`src/rtl/echo_capture_pkg.sv`:
```
// Shared types and default widths for the echo_capture ADC capture stage.
package echo_capture_pkg;

  typedef enum logic [1:0] {IDLE, DELAY, CAPTURE, DRAIN} echo_state_t;

  localparam int HALF_WIDTH    = 16;
  localparam int CNT_WIDTH_DEF = 16;
  localparam int OVF_WIDTH_DEF = 16;

endpackage

```
`src/rtl/echo_sample_packer.sv`:
```
// Packs kept samples two per 32-bit word, {second, first}; strobes when a word completes.
module echo_sample_packer
  import echo_capture_pkg::*;
#(
  parameter int SAMPLE_WIDTH = 16
) (
  input  logic                    clk,
  input  logic                    srst,
  input  logic                    clear,
  input  logic                    sample_valid,
  input  logic [SAMPLE_WIDTH-1:0] sample,
  output logic [2*HALF_WIDTH-1:0] word,
  output logic                    word_stb
);

  logic                  half_reg;
  logic [HALF_WIDTH-1:0] lo_reg;
  logic [HALF_WIDTH-1:0] sample_ext;

  assign sample_ext = HALF_WIDTH'(sample);

  always_ff @(posedge clk) begin
    if (srst || clear) begin
      half_reg <= 1'b0;
      lo_reg   <= '0;
    end else if (sample_valid) begin
      if (!half_reg) lo_reg <= sample_ext;
      half_reg <= ~half_reg;
    end
  end

  // The second sample completes the word combinationally so the output
  // register can load it on the very next edge.
  assign word_stb = sample_valid & half_reg;
  assign word     = {sample_ext, lo_reg};

endmodule

```
`src/rtl/echo_capture.sv`:
```
// Triggered ADC capture: blanking delay, decimation, 2x16 packing, AXI-Stream output.
// Optional ramp test pattern enabled by defining ECHO_CAPTURE_TEST_PATTERN_EN.
module echo_capture
  import echo_capture_pkg::*;
#(
  parameter int SAMPLE_WIDTH = 16,
  parameter int CNT_WIDTH    = CNT_WIDTH_DEF,
  parameter int OVF_WIDTH    = OVF_WIDTH_DEF
) (
  input  logic                    M_AXIS_ACLK,
  input  logic                    M_AXIS_ARESET,
  input  logic [SAMPLE_WIDTH-1:0] adc_data,
  input  logic                    adc_valid,
  input  logic                    trig,
  input  logic [CNT_WIDTH-1:0]    cfg_delay,
  input  logic [CNT_WIDTH-1:0]    cfg_length,
  input  logic [7:0]              cfg_decim,
`ifdef ECHO_CAPTURE_TEST_PATTERN_EN
  input  logic                    cfg_test,
`endif
  output logic                    M_AXIS_TVALID,
  output logic [31:0]             M_AXIS_TDATA,
  output logic                    M_AXIS_TLAST,
  input  logic                    M_AXIS_TREADY,
  output logic                    busy,
  output logic [OVF_WIDTH-1:0]    overflow_cnt
);

  echo_state_t           state_reg, state_next;
  logic                  trig_q_reg;
  logic [CNT_WIDTH-1:0]  delay_cnt_reg, len_reg, word_cnt_reg, word_cnt_inc;
  logic [7:0]            decim_reg, decim_cnt_reg;
  logic                  tvalid_reg, tlast_reg;
  logic [31:0]           tdata_reg;
  logic [OVF_WIDTH-1:0]  ovf_reg;

  logic                  start, keep, accept, word_stb, word_last;
  logic [31:0]           word;
  logic [SAMPLE_WIDTH-1:0] sample_sel;

  assign start        = (state_reg == IDLE) && trig && !trig_q_reg && (cfg_length != '0);
  assign keep         = (state_reg == CAPTURE) && adc_valid && (decim_cnt_reg == 8'd0);
  assign accept       = tvalid_reg && M_AXIS_TREADY;
  assign word_cnt_inc = word_cnt_reg + CNT_WIDTH'(1);
  assign word_last    = word_stb && (word_cnt_inc == len_reg);

`ifdef ECHO_CAPTURE_TEST_PATTERN_EN
  logic                    test_reg;
  logic [SAMPLE_WIDTH-1:0] ramp_reg;

  always_ff @(posedge M_AXIS_ACLK) begin
    if (M_AXIS_ARESET) begin
      test_reg <= 1'b0;
      ramp_reg <= '0;
    end else if (start) begin
      test_reg <= cfg_test;
      ramp_reg <= '0;
    end else if (keep) begin
      ramp_reg <= ramp_reg + SAMPLE_WIDTH'(1);
    end
  end

  assign sample_sel = test_reg ? ramp_reg : adc_data;
`else
  assign sample_sel = adc_data;
`endif

  echo_sample_packer #(.SAMPLE_WIDTH(SAMPLE_WIDTH)) u_packer (
    .clk          (M_AXIS_ACLK),
    .srst         (M_AXIS_ARESET),
    .clear        (start),
    .sample_valid (keep),
    .sample       (sample_sel),
    .word         (word),
    .word_stb     (word_stb)
  );

  always_comb begin
    state_next = state_reg;
    case (state_reg)
      IDLE:    if (start) state_next = (cfg_delay != '0) ? DELAY : CAPTURE;
      DELAY:   if (adc_valid && delay_cnt_reg == CNT_WIDTH'(1)) state_next = CAPTURE;
      CAPTURE: if (word_last) state_next = DRAIN;
      // A dropped final word still ends the capture once the held word leaves.
      DRAIN:   if (!tvalid_reg || accept) state_next = IDLE;
      default: state_next = IDLE;
    endcase
  end

  always_ff @(posedge M_AXIS_ACLK) begin
    if (M_AXIS_ARESET) begin
      state_reg     <= IDLE;
      trig_q_reg    <= 1'b0;
      delay_cnt_reg <= '0;
      len_reg       <= '0;
      word_cnt_reg  <= '0;
      decim_reg     <= '0;
      decim_cnt_reg <= '0;
      tvalid_reg    <= 1'b0;
      tlast_reg     <= 1'b0;
      tdata_reg     <= '0;
      ovf_reg       <= '0;
    end else begin
      state_reg  <= state_next;
      trig_q_reg <= trig;
      if (start) begin
        delay_cnt_reg <= cfg_delay;
        len_reg       <= cfg_length;
        decim_reg     <= cfg_decim;
        word_cnt_reg  <= '0;
        decim_cnt_reg <= '0;
      end else begin
        if (state_reg == DELAY && adc_valid)
          delay_cnt_reg <= delay_cnt_reg - CNT_WIDTH'(1);
        if (state_reg == CAPTURE && adc_valid)
          decim_cnt_reg <= (decim_cnt_reg == decim_reg) ? 8'd0 : decim_cnt_reg + 8'd1;
        if (word_stb)
          word_cnt_reg <= word_cnt_inc;
      end

      // Single-entry output register; a word arriving against a stalled one is lost.
      if (word_stb) begin
        if (tvalid_reg && !M_AXIS_TREADY) begin
          if (ovf_reg != '1) ovf_reg <= ovf_reg + OVF_WIDTH'(1);
        end else begin
          tvalid_reg <= 1'b1;
          tdata_reg  <= word;
          tlast_reg  <= word_last;
        end
      end else if (accept) begin
        tvalid_reg <= 1'b0;
        tlast_reg  <= 1'b0;
      end
    end
  end

  assign M_AXIS_TVALID = tvalid_reg;
  assign M_AXIS_TDATA  = tdata_reg;
  assign M_AXIS_TLAST  = tlast_reg;
  assign busy          = (state_reg != IDLE);
  assign overflow_cnt  = ovf_reg;

endmodule

```
`config.mk`:
```
export PLATFORM = sky130hd
export DESIGN_NAME = echo_capture
export DESIGN_NICKNAME = d
export VERILOG_FILES = /design/src/rtl/echo_capture_pkg.sv /design/src/rtl/echo_sample_packer.sv /design/src/rtl/echo_capture.sv
export SDC_FILE = /design/constraint.sdc
export NUM_CORES = 1
export LEC_CHECK = 0
export CORE_MARGIN = 4
export CORE_UTILIZATION = 40
export DETAILED_ROUTE_END_ITERATION = 12
export PLACE_DENSITY = 0.66
export SLEW_MARGIN = 10
export SYNTH_ARGS = -nofsm -noshare
export SYNTH_HDL_FRONTEND = slang
export SYNTH_SLANG_ARGS = --single-unit
export TNS_END_PERCENT = 10
```
`constraint.sdc`:
```
create_clock -name M_AXIS_ACLK -period 2.3 [get_ports M_AXIS_ACLK]
set_clock_uncertainty 0.2 [all_clocks]
set_input_delay 0.46 -clock M_AXIS_ACLK [delete_from_list [all_inputs] [get_ports M_AXIS_ACLK]]
set_output_delay 0.46 -clock M_AXIS_ACLK [all_outputs]
set_load 0.1 [all_outputs]
```
# == Yosys cells after proc, flatten, opt, wreduce, memory -nomap -nowiden ==
# Cells that the tools add are included.
# classes
n_eq_ne,12
div,0
order_cmp,0
n_bitwise,3
n_mux,14
shifts,0
n_mul,0
n_reduce_logical,28
add_sub_neg,4
# op_table
operator,n
"16-bit by 1-bit adder with 16-bit output, second input constant",2
16-bit two-way mux,2
16-bit nonzero test,2
"16-bit by 1-bit equality test with 1-bit output, second input constant",1
16-bit equality test,1
"16-bit != test, second input constant",1
"16-bit by 1-bit subtractor with 16-bit output, second input constant",1
1-bit logical AND,10
2-bit two-way mux,5
"8-bit by 1-bit adder with 8-bit output, second input constant",1
8-bit equality test,1
8-bit logical NOT,1
8-bit two-way mux,1
"2-bit != test, second input constant",4
2-bit case mux with 4 select lines,1
2-bit AND reduction,3
2-bit nonzero test,3
1-bit two-way mux,5
"2-bit equality test, second input constant",2
4-bit AND reduction,1
1-bit logical NOT,3
3-bit AND reduction,1
"2-bit by 1-bit equality test with 1-bit output, second input constant",1
2-bit logical NOT,1
5 further kinds,7
# word_totals
latch_bits,0
ram_bits,0
output_inout_bits,51
rom_bits,0
n_memories,0
reg_bits,134
input_bits,61
wordCells,74

# == Longest topological paths before layout ==
# logic_depth
ltp_word,7
ltp_mapped,11
mapped_depth_nobuf,9

# == Cells and area by module ==
# A second synthesis with hierarchy kept.
# unflattened
hier_cells,759
area_unflattened_um2,6236.0
# by_module_without_submodules
module,instances,area_per_inst_um2,cells_each
echo_capture,1,5447.7,666
echo_sample_packer,1,788.3,93

# == Worst setup path after synthesis ==
# OpenSTA, ideal clock, no wires.
# synth_timing
kind,register to register
start,"reg ovf_reg[6], in the netlist overflow_cnt[6]"
end,"reg ovf_reg[4], in the netlist overflow_cnt[4]"
t_arrival_ns,2.628
setup_ns,0.128
slack_ns,-0.656
path_stages_with_launch,9
required_ns,1.972
path_buffers,1
path_cell_list,dfxtp_1 > and4_1 > nand4_1 > or4_1 > o21a_1 > buf_2 > nand4_1 > xor2_1 > nor2_1
# synth_between
elab_chain_len,2
# synth_lines
element,line_no,rtl
from (decl),echo_capture.sv:35,logic [OVF_WIDTH-1:0] ovf_reg;
from (signal assigned),echo_capture.sv:124,if (ovf_reg != '1) ovf_reg <= ovf_reg + OVF_WIDTH'(1);
16-bit != test,echo_capture.sv:124,
3-bit AND reduction (no line),n/a,
# No other way between the ends.
# A chain may end at the register's enable or synchronous reset.

# == Final worst setup path ==
# layout_timing
start,in cfg_length[10]
end,reg state_reg[0]
# layout_between
elab_chain_len,4
# layout_lines
element,line_no,rtl
from (decl),echo_capture.sv:16,"input logic [CNT_WIDTH-1:0] cfg_length,"
16-bit nonzero test,echo_capture.sv:41,assign start = (state_reg == IDLE) && trig && !trig_q_reg && (cfg_length != '0);
1-bit logical AND,echo_capture.sv:41,
2-bit by 1-bit != test with 1-bit output (no line),n/a,
4-bit AND reduction (no line),n/a,
to (signal assigned),echo_capture.sv:104,state_reg <= state_next;
to (decl),echo_capture.sv:29,"echo_state_t state_reg, state_next;"
# No other way between the ends.

==> results_dict.tcl <==
set metrics [dict create \
    status "finished clean" \
    wire_per_inst_um 13.7 \
    ys_ff_latch 134 \
    fin_area_sq_um 8840 \
    worstPathRequired_ns 2.39 \
    crit_fanout 6 \
    largest_register_ffs 32 \
    dieArea_sq_um 17800 \
    initial_core_util 0.411 \
    clock_latency_ns 0.42 \
    antenna_found_initial 0 \
    cap_violations 0 \
    p_per_area_nw_per_um2 709 \
    finalCritPeriodShare 0.992 \
    net-switching-power_uw 1760 \
    core_sq_um 15300 \
    ant_nets 0 \
    yosys.area.top_type "dfxtp_1" \
    cts_num_sinks 134 \
    arrival_ns 2.38 \
    place_hpwl_um 11100 \
    die_h_um 133 \
    layout-drive-gt1-share 0.255 \
    relSlewSlack 0.718 \
    ir_drop_mv 0.542 \
    vias 5631 \
    drt_iter0_drc 258 \
    period_needed_ns 2.28 \
    dominantRegCellSynth "dfxtp_1" \
    clock.fmax_mhz 438 \
    grt_pass1_vias 5391 \
    leakage_uw 0.00334 \
    final_cell_mix "nand2_1, buf_4, dfxtp_1, nor2_1, a21oi_1" \
    seq_power_share 0.410 \
    rsz0062_at_grt "true" \
    grt-ovfl-total 0 \
    drc_errors 0 \
    grtUsageTotal 0.174 \
    synth_area_per_cell_sq_um 8.36 \
    ios 112 \
    ys_types 62 \
    worst_pin_slew_ns 0.422 \
    finalPower_uw 6270 \
    synth_top_area_share 0.426 \
    netlist_area_sq_um 6300 \
    end_kind "flip-flop" \
    clock_power_share 0.411 \
    hold_path_class "in -> reg" \
    htree_levels 4 \
    cts_inserted_buffers 17 \
    port_buffers 111 \
    syn-num-nets 825 \
    final_common_cell "nand2_1" \
    antennaDiodeCount 0 \
    via_per_inst 4.89 \
    synth_edf_count 0 \
    cts_buffer_depth 2 \
    p_int_uw 4510 \
    grt_pass1_wl_um 25600 \
    rows 45 \
    clock-root-buffer "clkbuf_16" \
    gp_congestion 0.878 \
    sw_frac_of_total 0.281 \
    top_layer "met4" \
    async_flop_share 0 \
    cts_tree "done" \
    wl_met2_um 7740 \
    hold_depth 2 \
    clkTransAtPathRegs_ns 0.06 \
    postSynthCellCount 753 \
    dr.pass1.iters 4 \
    fin_nets 999 \
    post-route-util 0.577 \
    p_comb_frac 0.179 \
    critPathLaunchType "primary input" \
    place_area_sq_um 8110 \
    worst_r2r_path_depth 8 \
    dr_wl_met3_um 665 \
    hold_violations 0 \
    synth.yosys.warnings 0 \
    wl_met1_um 7170 \
    setup_viol 0 \
    synth.area.top_cells "dfxtp_1, nand2_1, a21oi_1" \
    die_w_um 133 \
    routed_wl_um 15700 \
    crit_type "in -> reg" \
    grt_max_degree 55 \
    synthToLayoutAreaGrowth_pct 40.4 \
    seq_area_frac_synth 0.426 \
    slew_viol_final 0 \
]
-- synthesized netlist by cell type (2+ instances only) --
cell type	n
nand2_1	147
dfxtp_1	134
nor2_1	91
a21oi_1	71
xnor2_1	38
xor2_1	38
clkbuf_1	26
inv_1	17
mux2i_1	17
nand4_1	16
nor3_1	14
a211oi_1	13
nor4_1	12
ha_1	11
nand3_1	9
o21ai_0	9
buf_2	8
or3_1	6
and3_1	5
nand3b_1	5
nor2b_1	5
buf_1	4
a2111oi_0	3
a21o_2	3
a311oi_1	3
o221ai_2	3
and2_1	2
and4_1	2
clkbuf_8	2
nand2b_1	2
nand3_2	2
nand4_4	2
o21a_1	2
o221ai_1	2
or4_1	2
-- power by group through the flow --
stage,logic (uW),clock network [uW],registers [uW]
final,1120,2580,2570
after global routing,1240,2730,2590
after CTS,1060,2630,2570
after detailed placement,1050,0,2610
after global placement,1050,0,2610
after floorplan,647,0,2590
-- worst max-delay path: stages --
cell and delay [ns]:
clkdlybuf4s50_1 0.47, nor4_4 0.39, nand4_1 0.21, nand4b_1 0.20
buf_6 0.17, a221oi_4 0.09, buf_4 0.16, a21oi_2 0.13
o221ai_2 0.10
-- what timing repair did --
item,CTS,global route
resized for setup,2,40
pin swaps,0,13
setup buffers,0,1
hold buffers,0,0
gates cloned,0,0
endpoints found under the setup margin,3,56
-- routing by layer --
layer / vias to the layer above / track usage
li1: 2911 / -
met1: 2609 / 0.222
met2: 98 / 0.295
met3: 13 / 0.0415
met4: 0 / 0.0486
met5: - / 0
-- worst paths after layout --
path                                       from                             to  slack, ns
hold reg to reg   M_AXIS_TDATA[23]$_SDFFE_PP0P_  M_AXIS_TDATA[23]$_SDFFE_PP0P_       0.25
setup / recovery                 cfg_length[10]      state_reg[0]$_SDFFE_PP0P_       0.02
hold / removal                    M_AXIS_ARESET          trig_q_reg$_SDFF_PP0_       0.20
setup reg to reg  word_cnt_reg[10]$_SDFFE_PP0P_      state_reg[0]$_SDFFE_PP0P_       0.06
-- per-stage QoR --
stage / hold slack [ns] / setup TNS, ns / instances / setup slack (ns)
2_1_floorplan: 0.236 / -0.578 / 753 / -0.0577
3_3_place_gp: 0.239 / -25.01 / 1118 / -0.401
3_5_place_dp: 0.244 / -29.15 / 1118 / -0.435
4_1_cts: 0.185 / 0 / 1150 / 0.00320
5_1_grt: 0.201 / -0.0632 / 1151 / -0.0264
6_report: 0.198 / 0 / 1151 / 0.0191
-- cell type report --
class,count,area [sq um]
clock inverters,14,126
flip-flops and latches,134,2720
inverters,17,63.8
clock buffers,18,439
multi-input cells,559,3480
repair buffers,198,1750
fillers,1357,6470
well taps,211,264
-- cells by family (layout without fill, tap and decap cells) --
family                     after synthesis  count (layout)  synth area share
muxes                                   18              18            0.0288
adders and majority gates               11              11            0.0219
and+or+nand+nor                        335             335             0.253
xor gates and xnor gates                76              76             0.106
AOI/OAI and AO/OA                      119             119             0.118
DFF                                    134             134             0.426
buffers and inverters                   60             247            0.0469
Note: power is estimated with default switching activity, not from simulation.
